### config.mk
export PLATFORM = sky130hd
export DESIGN_NAME = ibert_exdes_quad_ctrl
export DESIGN_NICKNAME = d
export VERILOG_FILES = /design/src/rtl/ibert_exdes_quad_ctrl.sv
export SDC_FILE = /design/constraint.sdc
export NUM_CORES = 1
export LEC_CHECK = 0
export CORE_MARGIN = 2
export CORE_UTILIZATION = 25
export DETAILED_ROUTE_END_ITERATION = 8
export HOLD_SLACK_MARGIN = 0.12
export PLACE_DENSITY = 0.43
export SYNTH_ARGS = -nofsm -noshare
export SYNTH_HDL_FRONTEND = slang
export SYNTH_SLANG_ARGS = --single-unit
### constraint.sdc
create_clock -name apb3clk_quad -period 9.6 [get_ports apb3clk_quad]
set_input_delay 0.96 -clock apb3clk_quad [delete_from_list [all_inputs] [get_ports apb3clk_quad]]
set_output_delay 0.96 -clock apb3clk_quad [all_outputs]
set_load 0.01 [all_outputs]
### src/rtl/ibert_exdes_quad_ctrl.sv
// 4-lane GT quad IBERT example controller: PLL/TX/RX reset sequencing, per-lane PRBS
// generation and self-synchronizing checking. Define IBERT_ERR_INJECT_EN to add lane-0 error injection.
module ibert_exdes_quad_ctrl #(
  parameter int unsigned PLL_LOCK_CYCLES  = 256,
  parameter int unsigned RESET_CYCLES     = 64,
  parameter int unsigned LINK_GOOD_CYCLES = 128,
  parameter int unsigned USRCLK_DIV       = 1
) (
  input  logic        apb3clk_quad,
  input  logic        apb3_presetn,
  input  logic        gt_reset_ip0,
  input  logic [3:0]  rate_sel_ip0,
  input  logic        gpio_enable_ip0,
  input  logic [3:0]  GT_Serial_grx_p,
  input  logic [3:0]  GT_Serial_grx_n,
  output logic [3:0]  GT_Serial_gtx_p,
  output logic [3:0]  GT_Serial_gtx_n,
  output logic        lcpll_lock_ip0,
  output logic        rpll_lock_ip0,
  output logic        tx_resetdone_out_ip0,
  output logic        rx_resetdone_out_ip0,
  output logic        txusrclk_ip0,
  output logic        rxusrclk_ip0,
  output logic        link_status_ip0,
`ifdef IBERT_ERR_INJECT_EN
  input  logic        err_inject_ip0,
`endif
  output logic [15:0] prbs_err_cnt_ip0
);

  typedef enum logic [2:0] {PLL_WAIT, TX_RST, RX_RST, RX_ALIGN, CHECK, LINK_UP} state_t;

  state_t      state;
  logic [31:0] cnt;
  logic        lock, tx_done, rx_done, link;
  logic [15:0] err_cnt;
  logic [3:0]  rate_q;
  logic [1:0]  poly;
  logic        rate_chg;

  logic [30:0] lfsr [4];
  logic [30:0] hist [4];
  logic [3:0]  tx_bit, tx_fb, rx_p, rx_n, lane_err;
  logic [2:0]  err_lanes;
  logic        any_err;
  logic [16:0] err_sum;
  logic [31:0] txdiv, rxdiv;
  logic        txclk, rxclk;

  function automatic logic tap(input logic [30:0] s, input logic [1:0] p);
    unique case (p)
      2'd0:    tap = s[6] ^ s[5];
      2'd1:    tap = s[14] ^ s[13];
      default: tap = s[30] ^ s[27];
    endcase
  endfunction

  assign poly     = (rate_q == 4'd0) ? 2'd0 : (rate_q == 4'd1) ? 2'd1 : 2'd2;
  assign rate_chg = lock && (rate_sel_ip0 != rate_q);

`ifdef IBERT_ERR_INJECT_EN
  assign GT_Serial_gtx_p = tx_bit ^ {3'b000, err_inject_ip0 & tx_done};
`else
  assign GT_Serial_gtx_p = tx_bit;
`endif
  assign GT_Serial_gtx_n = ~GT_Serial_gtx_p;

  // Checker predicts each bit from its own received history, so it locks to any phase of the stream.
  always_comb begin
    err_lanes = '0;
    for (int unsigned i = 0; i < 4; i++) begin
      tx_fb[i]    = tap(lfsr[i], poly);
      lane_err[i] = (rx_p[i] == rx_n[i]) || (rx_p[i] != tap(hist[i], poly));
      err_lanes   = err_lanes + {2'b00, lane_err[i]};
    end
    any_err = (|lane_err) && (state == CHECK || state == LINK_UP);
    err_sum = {1'b0, err_cnt} + {14'b0, err_lanes};
  end

  always_ff @(posedge apb3clk_quad or negedge apb3_presetn) begin
    if (!apb3_presetn) rate_q <= '0;
    else               rate_q <= rate_sel_ip0;
  end

  always_ff @(posedge apb3clk_quad or negedge apb3_presetn) begin
    if (!apb3_presetn) begin
      state <= PLL_WAIT; cnt <= '0; lock <= 1'b0; tx_done <= 1'b0;
      rx_done <= 1'b0; link <= 1'b0; err_cnt <= '0;
    end else if (gt_reset_ip0) begin
      state <= PLL_WAIT; cnt <= '0; lock <= 1'b0; tx_done <= 1'b0;
      rx_done <= 1'b0; link <= 1'b0; err_cnt <= '0;
    end else if (rate_chg) begin
      state <= TX_RST; cnt <= '0; tx_done <= 1'b0; rx_done <= 1'b0; link <= 1'b0;
    end else begin
      if (any_err) err_cnt <= err_sum[16] ? 16'hFFFF : err_sum[15:0];
      unique case (state)
        PLL_WAIT: if (cnt == PLL_LOCK_CYCLES - 1) begin
                    lock <= 1'b1; state <= TX_RST; cnt <= '0;
                  end else cnt <= cnt + 1;
        TX_RST:   if (cnt == RESET_CYCLES - 1) begin
                    tx_done <= 1'b1; state <= RX_RST; cnt <= '0;
                  end else cnt <= cnt + 1;
        RX_RST:   if (cnt == RESET_CYCLES - 1) begin
                    rx_done <= 1'b1; state <= RX_ALIGN; cnt <= '0;
                  end else cnt <= cnt + 1;
        RX_ALIGN: if (cnt == 32'd30) begin
                    state <= CHECK; cnt <= '0;
                  end else cnt <= cnt + 1;
        CHECK:    if (any_err) begin
                    state <= RX_ALIGN; cnt <= '0;
                  end else if (cnt == LINK_GOOD_CYCLES - 1) begin
                    link <= 1'b1; state <= LINK_UP; cnt <= '0;
                  end else cnt <= cnt + 1;
        LINK_UP:  if (any_err) begin
                    link <= 1'b0; state <= RX_ALIGN; cnt <= '0;
                  end
        default:  state <= PLL_WAIT;
      endcase
    end
  end

  always_ff @(posedge apb3clk_quad or negedge apb3_presetn) begin
    if (!apb3_presetn) begin
      for (int unsigned i = 0; i < 4; i++) begin
        lfsr[i] <= '1; hist[i] <= '0;
      end
      tx_bit <= '0; rx_p <= '0; rx_n <= '1;
      txdiv <= '0; rxdiv <= '0; txclk <= 1'b0; rxclk <= 1'b0;
    end else if (gt_reset_ip0) begin
      for (int unsigned i = 0; i < 4; i++) begin
        lfsr[i] <= '1; hist[i] <= '0;
      end
      tx_bit <= '0; rx_p <= '0; rx_n <= '1;
      txdiv <= '0; rxdiv <= '0; txclk <= 1'b0; rxclk <= 1'b0;
    end else begin
      for (int unsigned i = 0; i < 4; i++) begin
        if (tx_done) begin
          lfsr[i]   <= {lfsr[i][29:0], tx_fb[i]};
          tx_bit[i] <= tx_fb[i];
        end else begin
          lfsr[i]   <= '1;
          tx_bit[i] <= 1'b0;
        end
        hist[i] <= {hist[i][29:0], rx_p[i]};
      end
      rx_p <= gpio_enable_ip0 ? GT_Serial_gtx_p : GT_Serial_grx_p;
      rx_n <= gpio_enable_ip0 ? GT_Serial_gtx_n : GT_Serial_grx_n;
      if (!lock) begin
        txdiv <= '0; txclk <= 1'b0;
      end else if (txdiv == USRCLK_DIV - 1) begin
        txdiv <= '0; txclk <= ~txclk;
      end else txdiv <= txdiv + 1;
      if (!rx_done) begin
        rxdiv <= '0; rxclk <= 1'b0;
      end else if (rxdiv == USRCLK_DIV - 1) begin
        rxdiv <= '0; rxclk <= ~rxclk;
      end else rxdiv <= rxdiv + 1;
    end
  end

  assign lcpll_lock_ip0       = lock;
  assign rpll_lock_ip0        = lock;
  assign tx_resetdone_out_ip0 = tx_done;
  assign rx_resetdone_out_ip0 = rx_done;
  assign link_status_ip0      = link;
  assign txusrclk_ip0         = txclk;
  assign rxusrclk_ip0         = rxclk;
  assign prbs_err_cnt_ip0     = err_cnt;

endmodule

==> results of run 1 <==
[through the flow]
| stage | worst slack (ns) | power, W |
|---|---|---|
| finish | 4.96 | 0.00350 |
| global route | 4.65 | 0.00366 |
| CTS | 4.97 | 0.00358 |
| detailed placement | 4.99 | 0.00179 |
| global placement | 5.14 | 0.00179 |
| floorplan | 5.52 | 0.00172 |
[path summary, 6_finish.rpt]
| check | from | end | slack [ns] | cells past startpoint |
|---|---|---|---|---|
| max in group asynchronous | apb3_presetn | rxdiv[21] | 6.82 | 3 |
| hold reg to reg | hist[100] | hist[101] | 0.45 | 1 |
| setup / recovery | rate_q[0] | prbs_err_cnt_ip0[9] | 4.96 | 14 |
| hold / removal | hist[100] | hist[101] | 0.45 | 1 |
| setup reg to reg | rate_q[0] | prbs_err_cnt_ip0[9] | 4.96 | 14 |
| min in group asynchronous | apb3_presetn | txdiv[19] | 0.51 | 1 |
[metal layers]
layer | track usage | routed length, um
met3 | 0.0273 | 1540
met4 | 0.0294 | 685
met5 | 0 | 0
met1 | 0.157 | 17300
met2 | 0.151 | 14200
[power by group through the flow]
| stage | Clock (W) | Sequential, W | Combinational (W) |
|---|---|---|---|
| after floorplan | 0 | 0.00167 | 0.0000540 |
| after global placement | 0 | 0.00167 | 0.000113 |
| after detailed placement | 0 | 0.00167 | 0.000114 |
| after CTS | 0.00182 | 0.00165 | 0.000114 |
| after global routing | 0.00189 | 0.00165 | 0.000127 |
| final | 0.00174 | 0.00165 | 0.000109 |
[Yosys cell counts (all sizes together), types with 42 or more instances]
cell / instances
clkbuf: 56
dfstp: 128
a21oi: 42
nor2b: 134
nand2: 80
nand2b: 131
xor2: 56
nor2: 116
dfrtp: 257
nand3: 45
o21ai: 46
[kinds of logic (layout without fill, tap and decap cells)]
family | Yosys count | in the layout | synth area share
buffers and inverters | 102 | 174 | 0.0254
AO/OA/AOI/OAI | 174 | 174 | 0.0694
multiplexers | 1 | 1 | 0.000709
XOR/XNOR | 81 | 81 | 0.0447
adder cells (fa/ha/maj) | 10 | 10 | 0.00930
other | 0 | 1 | 0
AND/OR/NAND/NOR | 673 | 673 | 0.233
flip-flops | 385 | 385 | 0.617
[flip-flops by register name (all words and copies together) (netlist names), 3 cells and up]
| register | count |
|---|---|
| hist | 124 |
| lfsr | 124 |
| cnt | 32 |
| rxdiv | 32 |
| txdiv | 32 |
| prbs_err_cnt_ip0 | 16 |
| GT_Serial_gtx_p | 4 |
| rate_q | 4 |
| rx_n | 4 |
| rx_p | 4 |
| state | 3 |
[area by class of cell]
cell class                      count  area, um^2
Antenna cell                        1        2.50
Clock buffer                       70        1390
Fill cell                        6509       44200
Clock inverter                     13         135
Multi-Input combinational cell    939        5700
Sequential cell                   385        9790
Inverter                           34         128
Tap cell                          846        1060
Timing Repair Buffer               57         558
[worst max-delay path, stage by stage (launching register included)]
cell and delay, ns:
dfrtp_1 0.64, or4b_4 0.56, o22ai_1 0.23, nor4_1 0.10, or2_2 0.33, fa_1 0.47
fa_1 0.42, inv_1 0.09, fa_1 0.22, nand2_1 0.14, nor3_1 0.34, nand2b_1 0.11
nor2_1 0.34, nor3_1 0.23, a311oi_1 0.31
==> key figures, run 1 <==
Final layout
  – Non-filler cells in the finished layout: ~2300
  – Fin util: 0.298
  – Synth-to-layout area growth: 18.2%
  – Most frequent cells in the layout: 257 x dfrtp_1, 133 x nor2b_1, 131 x nand2b_1
  – Layout cell share with drive strength beyond 1: 0.157
  – Fin nets: 1488
  – Most common cell after layout, fill and taps aside: dfrtp_1
  – Post-route design area: between 0.015 and 0.02 mm^2

Power and ir drop
  – Clock power share: 0.498
  – Reg power frac: 0.471
  – Switching power total: 0.000781 W
  – Pwr Density: 187 mW/mm^2
  – Peak VDD IR: around 0.11 mV
  – Gate power share: 0.031
  – Switching Share: 0.223
  – Leak pwr: approximately 7.6 nW
  – Internal: around 0.0027 W

Floorplanning
  – Number of core rows: a little over 90
  – Die area: between 0.06 and 0.07 mm^2
  – Die X: 256 um
  – Starting Density: 0.252
  – Die height: ~260 um
  – # IOs: 47
  – Area of the core: about 0.063 mm^2

Synthesis
  – Register area share after synthesis: 0.617
  – Yosys top cell area share: 0.405
  – Predominant post-synthesis flop cell: dfrtp_1
  – Largest cells by area after synthesis: dfrtp_1 41%, dfstp_2 21%, nor2b_1 5.3%
  – Synth Area per Inst: 11.1 um^2
  – Syn_nets: 1452
  – Post-synth EDFFs: 0
  – Post-synthesis cell type count: 63
  – FF+latch count, synth: around 390
  – Ys async rst share: 1.00
  – Synth area leader: dfrtp_1
  – Synth warn: 0
  – Post-synth design cell area: roughly 0.016 mm^2
  – Cells after Synth: about 1400

Route
  – First-pass DRT Iterations: 5
  – Vias per cell: 4.32
  – DRT iter0 DRCs: between 700 and 800
  – DR vias: between 10000 and 15000
  – DR WL/cell: ~14 um
  – Number of nets with antenna violations after routing: 0
  – Post-route DRC: 0
  – Post-Route WL: 33.8 mm

Min path
  – Worst Hold Class: reg -> reg

Clock tree
  – Clk pin slew, worst setup/hold paths: ~0.06 ns
  – Num Clock Sinks: just under 400
  – Clock insertion delay at the later pin of the skew report: 0.57 ns
  – Post CTS Setup Buffer Count: 0
  – # hold bufs at CTS: 0
  – Post-CTS resize count: 0
  – CTS Buf Count: 45
  – Root buffer cell: clkbuf_16
  – H-tree depth: 2
  – CTS tree: done
  – Bufs on Longest Clock Path: 3

Global routing
  – Largest net degree at the start of global routing: 184
  – GR Util All Layers: 0.106
  – Global-route wire length before repair: 56.7 mm
  – Remaining Overflow, GRT: 0
  – Initial antenna violation count: 1
  – Vias in the first global route: about 10000

Timing
  – Final period utilization: 0.483
  – Max_slew headroom: 0.229
  – Final min period: roughly 4.6 ns
  – Final Hold Fails: 0
  – Worst Max-Slew Pin Slew: approximately 1.2 ns
  – Clock skew: between 0.02 and 0.025 ns
  – Final setup viols: 0
  – Setup TNS: 0 ns
  – Slew Viols, Final: 0
  – Fmax: between 0.2 and 0.25 GHz
  – RSZ-0062 raised after global routing: no
  – Hold_ws: ~0.45 ns

Placement
  – Dpl cell area: ~0.017 mm^2
  – Final Wtd Congestion: a little under 0.8
  – Placed insts: between 2000 and 2500
  – DP HPWL: about 20 mm
  – Port Buf Inserts: 46

Job
  – Max cap viols: 0

Setup path
  – Worst setup SP type: flip-flop
  – CP required: approximately 10 ns
  – Critical path arrival: 5.10 ns
  – Crit end category: flip-flop
  – Crit path kind: reg -> reg
  – Crit Path Max Fanout: 14

Outcome
  – Status: finished, final reports clean
Power figures use the tool's default switching activity.
==> run 2: changes to the inputs <==
==> constraint.sdc (replaced) <==
create_clock -name apb3clk_quad -period 4.7 [get_ports apb3clk_quad]
set_input_delay 0.47 -clock apb3clk_quad [delete_from_list [all_inputs] [get_ports apb3clk_quad]]
set_output_delay 0.47 -clock apb3clk_quad [all_outputs]
set_load 0.01 [all_outputs]
==> run 2 against run 1 <==
Clock power increased by 90%. Register-to-register slack got worse by 4.7 ns. Critical path depth increased by 1. Cell area is 0.39% lower. Clock-buffer cell count unchanged. Worst setup slack worse by 4.7 ns. Global-route usage decreased by 0.12 points. Final cell count about the same. Highest routed layer is now met5. Die area unchanged. Sequential share of layout area is 0.21 points higher. First-iteration DRC count shrank 2.6%. Fmax rose by 5.4%.
==> key figures, run 2 (same netlist as run 1, synthesis figures left out) <==
Final layout
  – Post-route design area: 0.0187 mm^2 (-0.39%)
  – ANT cells: 0 (-1)
  – Top Registers: hist: 124 flops, lfsr: 124 flops
  – Synth-to-layout area growth: 17.8%
  – Fin nets: 1494 (+0.40%)
  – Layout cell share with drive strength beyond 1: 0.154 (-0.00298)
  – Most frequent cells in the layout: 257 x dfrtp_1, 133 x nor2b_1, 131 x nand2b_1
  – Most common cell after layout, fill and taps aside: dfrtp_1

Clock tree
  – Post-CTS resize count: 0 (unchanged)
  – H-tree depth: 2 (unchanged)
  – CTS Buf Count: 45 (unchanged)
  – Clock insertion delay at the later pin of the skew report: 0.57 ns (about the same)
  – Root buffer cell: clkbuf_16
  – Bufs on Longest Clock Path: 3 (unchanged)
  – CTS tree: done
  – Clk pin slew, worst setup/hold paths: 0.06 ns (about the same)
  – Post CTS Setup Buffer Count: 0 (unchanged)
  – Num Clock Sinks: 385 (unchanged)

Global routing
  – Vias in the first global route: 10300 (+1.8%)
  – Global-route wire length before repair: 56.4 mm (-0.67%)
  – Remaining Overflow, GRT: 0 (unchanged)
  – Largest net degree at the start of global routing: 109 (-41%)
  – GR Util All Layers: 0.105 (-0.00116)
  – Initial antenna violation count: 2 (+1)

Power and ir drop
  – Switching power total: 0.00154 W (+97%)
  – Switching Share: 0.224 (+0.000530)
  – Final Power: 0.00690 W (+97%)
  – Gate power share: 0.033 (+0.002)
  – Reg power frac: 0.488 (+0.017)
  – Peak VDD IR: 0.212 mV (+98%)
  – Leak pwr: 7.61 nW (-0.33%)
  – Internal: 0.00536 W (+97%)
  – Clock power share: 0.479 (-0.019)
  – Pwr Density: 369 mW/mm^2 (+98%)

Floorplanning
  – # IOs: 47 (unchanged)
  – Die X: 256 um (unchanged)
  – Die area: 0.0655 mm^2 (unchanged)
  – Area of the core: 0.0630 mm^2 (unchanged)
  – Number of core rows: 92 (unchanged)
  – Starting Density: 0.252 (unchanged)
  – Die height: 256 um (unchanged)

Route
  – DR WL/cell: 14.3 um (-0.67%)
  – DRT iter0 DRCs: 686 (-2.6%)
  – Number of nets with antenna violations after routing: 0 (unchanged)
  – Post-route DRC: 0 (unchanged)
  – First-pass DRT Iterations: 5 (unchanged)
  – Vias per cell: 4.34 (+0.39%)
  – Post-Route WL: 33.6 mm (-0.59%)
  – DR vias: 10200 (+0.47%)

Setup path
  – Crit end category: flip-flop
  – Critical path arrival: 4.85 ns (-0.25 ns)
  – CP required: 5.16 ns (-4.90 ns)
  – Crit path kind: reg -> reg
  – Crit Path Max Fanout: 7 (-7)
  – Worst setup SP type: flip-flop

Min path
  – Worst Hold Class: in -> reg

Timing
  – Fmax: 0.227 GHz (+5.4%)
  – Final setup viols: 0 (unchanged)
  – Hold_ws: 0.356 ns (-0.0982 ns)
  – Worst Max-Slew Pin Slew: 1.00 ns (-0.155 ns)
  – Max_slew headroom: 0.328 (+0.0985)
  – Final worst setup slack: 0.304 ns (-4.66 ns)
  – Final Hold Fails: 0 (unchanged)
  – Clock skew: 0.0216 ns (-0.00197 ns)
  – RSZ-0062 raised after global routing: no
  – Slew Viols, Final: 0 (unchanged)
  – Final period utilization: 0.935 (+0.453)
  – Final min period: 4.40 ns (-0.239 ns)
  – Setup TNS: 0 ns (unchanged)

Placement
  – Port Buf Inserts: 46 (unchanged)
  – Final Wtd Congestion: 0.786 (+0.80%)
  – Dpl ws: 0.304 ns (-4.69 ns)
  – Dpl cell area: 0.0173 mm^2 (+0.36%)
  – DP HPWL: 20.5 mm (+2.4%)

Job
  – Max cap viols: 0 (unchanged)

Outcome
  – Status: finished, final reports clean
## run 2: changes by cell type in the layout (fill, tap and decap cells not counted), moves of 3 or more
cell,previous run,this run
clkbuf_1,11,17
clkbuf_16,48,45
clkinvlp_4,4,1
buf_4,11,14
clkbuf_8,11,8
clkinv_2,3,6
## run 2: power by group through the flow
stage / sequential, W / combinational, W / clock [W]
after floorplan: 0.00341 / 0.000110 / 0
after CTS: 0.00336 / 0.000239 / 0.00346
after detailed placement: 0.00342 / 0.000236 / 0
after global placement: 0.00342 / 0.000236 / 0
after global routing: 0.00336 / 0.000263 / 0.00358
final: 0.00336 / 0.000228 / 0.00331
## run 2: through the flow
stage | std cells | utilization
after floorplan | 1426 | -
after global placement | 2266 | 0.275
after detailed placement | 2266 | 0.275
after CTS | 2347 | 0.297
after global routing | 2347 | 0.297
final | 2347 | 0.297
## run 2: layer usage
metal,global-route usage,part of all wire
met1,0.154,0.51
met2,0.150,0.43
met3,0.0228,0.044
met4,0.0374,0.023
met5,0,0.00030
## run 2: final timing paths
kind                              start                  end  slack [ns]  depth (start not counted)
min                        gt_reset_ip0             hist[39]        0.36                          2
min in group asynchronous  apb3_presetn               cnt[8]        0.57                          2
max reg2reg                   rate_q[1]  prbs_err_cnt_ip0[7]        0.30                         15
max in group asynchronous  apb3_presetn            txdiv[11]        2.94                          3
min reg2reg                    hist[46]             hist[47]        0.46                          1
max                           rate_q[1]  prbs_err_cnt_ip0[7]        0.30                         15
## run 2: timing repair
item / in CTS / in global routing
setup endpoints to repair: 0 / 0
hold buffers: 1 / 0
endpoints found under the hold margin: 74 / 0
## run 2: final cells by class
class / instances / area (um^2)
repair buffers: 63 / 631
multi-input cells: 939 / 5700
fillers: 6488 / 44300
well taps: 846 / 1060
clock inverters: 10 / 85.1
inverters: 34 / 128
clock buffers: 70 / 1300
flip-flops and latches: 385 / 9790
## run 2: critical path, stage by stage (launching register included)
cell and delay (ns):
dfrtp_1 0.42, or4b_4 0.57, o22ai_1 0.29, nor4_1 0.13, or2_2 0.33, fa_1 0.47, fa_1 0.40, inv_1 0.09
fa_1 0.22, nand2_1 0.13, nor3_1 0.33, nand2b_1 0.11, or2_2 0.38, o21ai_0 0.10, a21oi_1 0.09, a311oi_1 0.24
==> run 3: changes to the inputs <==
--- a/config.mk
+++ b/config.mk
@@ -6,10 +6,10 @@
 export NUM_CORES = 1
 export LEC_CHECK = 0
 export CORE_MARGIN = 2
-export CORE_UTILIZATION = 25
+export CORE_UTILIZATION = 40
 export DETAILED_ROUTE_END_ITERATION = 8
 export HOLD_SLACK_MARGIN = 0.12
-export PLACE_DENSITY = 0.43
+export PLACE_DENSITY = 0.6
 export SYNTH_ARGS = -nofsm -noshare
 export SYNTH_HDL_FRONTEND = slang
 export SYNTH_SLANG_ARGS = --single-unit
==> run 3 against run 2 <==
Register-to-register slack about the same. Flip-flop and latch count unchanged. Sequential power about the same. Clock power up 3%. Clock skew down 0.0020 ns. Total power up 1.3%. Die area down 37%. Critical path type unchanged. Clock-buffer cell count down 9.
==> key figures, run 3 (same netlist as run 1, synthesis figures left out) <==
Final layout
  – Layout cell share with drive strength beyond 1: 0.155 (+0.00129)
  – Synth-to-layout area growth: 15.3%
  – Top Registers: hist: 124 flops, lfsr: 124 flops
  – Non-filler cells in the finished layout: 2013 (-14%)
  – Most common cell after layout, fill and taps aside: dfrtp_1
  – Most frequent cells in the layout: 257 x dfrtp_1, 133 x nor2b_1, 131 x nand2b_1
  – ANT cells: 0 (unchanged)
  – Fin nets: 1488 (-0.40%)

Route
  – Post-route DRC: 0 (unchanged)
  – DRT iter0 DRCs: 599 (-13%)
  – DR vias: 10100 (-0.46%)
  – First-pass DRT Iterations: 5 (unchanged)
  – Vias per cell: 5.03 (+16%)
  – DR WL/cell: 15.4 um (+7.7%)
  – Post-Route WL: 31.1 mm (-7.6%)
  – Number of nets with antenna violations after routing: 0 (unchanged)

Global routing
  – Vias in the first global route: 10100 (-1.9%)
  – Initial antenna violation count: 0 (-2)
  – Global-route wire length before repair: 52.2 mm (-7.4%)
  – Largest net degree at the start of global routing: 125 (+15%)
  – Remaining Overflow, GRT: 0 (unchanged)
  – GR Util All Layers: 0.154 (+0.0495)

Setup path
  – Critical path arrival: 4.85 ns (about the same)
  – CP Cell Sequence: or4b_4 > o22ai_1 > nor4_2 > or2_2 > fa_1 > fa_1 > inv_1 > fa_1 > nand2_1 > nor3_1 > nand2b_1 > or2_2 > nand2_1 > a21oi_1 > a311oi_1
  – Delay-heaviest family, CP: simple AND/OR/NAND/NOR gates
  – WP buf/inv: 1 (unchanged)
  – Crit end category: flip-flop
  – Slowest cell on the critical path: or4b_4
  – CP most frequent cell: fa_1
  – CP required: 5.14 ns (-0.02 ns)
  – Crit path kind: reg -> reg
  – Crit Path Max Fanout: 7 (unchanged)
  – Crit-path max cell delay: 0.58 ns (about the same)
  – Worst setup SP type: flip-flop

Clock tree
  – Root buffer cell: clkbuf_16
  – CTS Buf Count: 42 (-6.7%)
  – CTS tree: done
  – Clock insertion delay at the later pin of the skew report: 0.56 ns (about the same)
  – Clk pin slew, worst setup/hold paths: 0.06 ns (about the same)
  – Post CTS Setup Buffer Count: 0 (unchanged)
  – H-tree depth: 2 (unchanged)
  – Num Clock Sinks: 385 (unchanged)
  – Bufs on Longest Clock Path: 3 (unchanged)

Power and ir drop
  – Pwr Density: 382 mW/mm^2 (+3.4%)
  – Clock power share: 0.486 (+0.007)
  – Gate power share: 0.032 (about the same)
  – Internal: 0.00546 W (+2.0%)
  – Leak pwr: 7.61 nW (about the same)
  – Switching Share: 0.218 (-0.00577)
  – Final Power: 0.00699 W (+1.3%)
  – Switching power total: 0.00152 W (-1.3%)
  – Peak VDD IR: 0.297 mV (+40%)
  – Reg power frac: 0.481 (-0.007)

Placement
  – DP HPWL: 18.9 mm (-7.9%)
  – Final Wtd Congestion: 0.847 (+7.8%)
  – Port Buf Inserts: 46 (unchanged)
  – Dpl ws: 0.365 ns (+0.0617 ns)
  – Placed insts: 1935 (-15%)

Floorplanning
  – # IOs: 47 (unchanged)
  – Die area: 0.0413 mm^2 (-37%)
  – Area of the core: 0.0389 mm^2 (-38%)
  – Number of core rows: 72 (-22%)
  – Die X: 203 um (-21%)
  – Die height: 203 um (-21%)
  – Starting Density: 0.408 (+0.156)

Outcome
  – Status: finished, final reports clean

Timing
  – Fmax: 0.227 GHz (-0.22%)
  – Worst Max-Slew Pin Slew: 1.01 ns (+0.0135 ns)
  – Clock skew: 0.0196 ns (-0.00201 ns)
  – Final setup viols: 0 (unchanged)
  – Max_slew headroom: 0.314 (-0.0134)
  – Final worst setup slack: 0.294 ns (-0.00965 ns)
  – Final period utilization: 0.937 (+0.00205)
  – Final Hold Fails: 0 (unchanged)
  – Setup TNS: 0 ns (unchanged)
  – Final min period: 4.41 ns (+0.00965 ns)
  – Slew Viols, Final: 0 (unchanged)

Job
  – Max cap viols: 0 (unchanged)

Min path
  – Worst Hold Class: in -> reg
[run 3: changes by cell type in the layout (fill, tap and decap cells not counted), moves of 2 or more]
| cell | previous run | this run |
|---|---|---|
| bufinv_16 | 1 | 5 |
| clkbuf_8 | 8 | 6 |
| inv_6 | 2 | 0 |
| buf_4 | 14 | 12 |
| clkbuf_1 | 17 | 12 |
| clkinv_8 | 0 | 2 |
| clkbuf_16 | 45 | 43 |
[run 3: cell type report]
cell class	instances	area, um^2
multi-input cells	939	5710
inverters	34	128
clock inverters	16	229
well taps	518	648
flip-flops and latches	385	9790
clock buffers	61	1200
fillers	3553	20600
repair buffers	60	596
[run 3: per-stage QoR]
stage,area (um^2),util,hold slack (ns)
after floorplan,15900,-,0.174
after global placement,16900,0.433,0.441
after detailed placement,16900,0.433,0.448
after CTS,18300,0.470,0.140
after global routing,18300,0.470,0.140
final,18300,0.470,0.146
[run 3: what timing repair did]
item                                    4_1_cts  5_1_grt
hold endpoints to repair                     16        0
endpoints found under the setup margin        0        6
hold buffers                                  1        0
resized for setup                             0        3
[run 3: path summary, 6_finish.rpt]
kind	startpoint	end	slack, ns	cells past startpoint
setup / recovery	rate_q[1]	prbs_err_cnt_ip0[3]	0.29	15
hold / removal	gt_reset_ip0	hist[31]	0.15	2
setup reg to reg	rate_q[1]	prbs_err_cnt_ip0[3]	0.29	15
hold reg to reg	hist[48]	hist[49]	0.46	1
max in group asynchronous	apb3_presetn	hist[12]	2.96	3
min in group asynchronous	apb3_presetn	txdiv[22]	0.54	2
[run 3: layer usage]
layer | part of all wire | up-vias | track usage
li1 | - | 4860 | -
met1 | 0.50 | 5074 | 0.230
met2 | 0.44 | 149 | 0.226
met3 | 0.037 | 49 | 0.0273
met4 | 0.023 | 0 | 0.0558
met5 | 0 | - | 0
[run 3: power groups by stage]
stage,registers (W),logic (W),clock network [W]
finish,0.00336,0.000226,0.00340
global route,0.00336,0.000260,0.00362
CTS,0.00336,0.000232,0.00350
detailed placement,0.00342,0.000231,0
global placement,0.00342,0.000226,0
floorplan,0.00341,0.000110,0
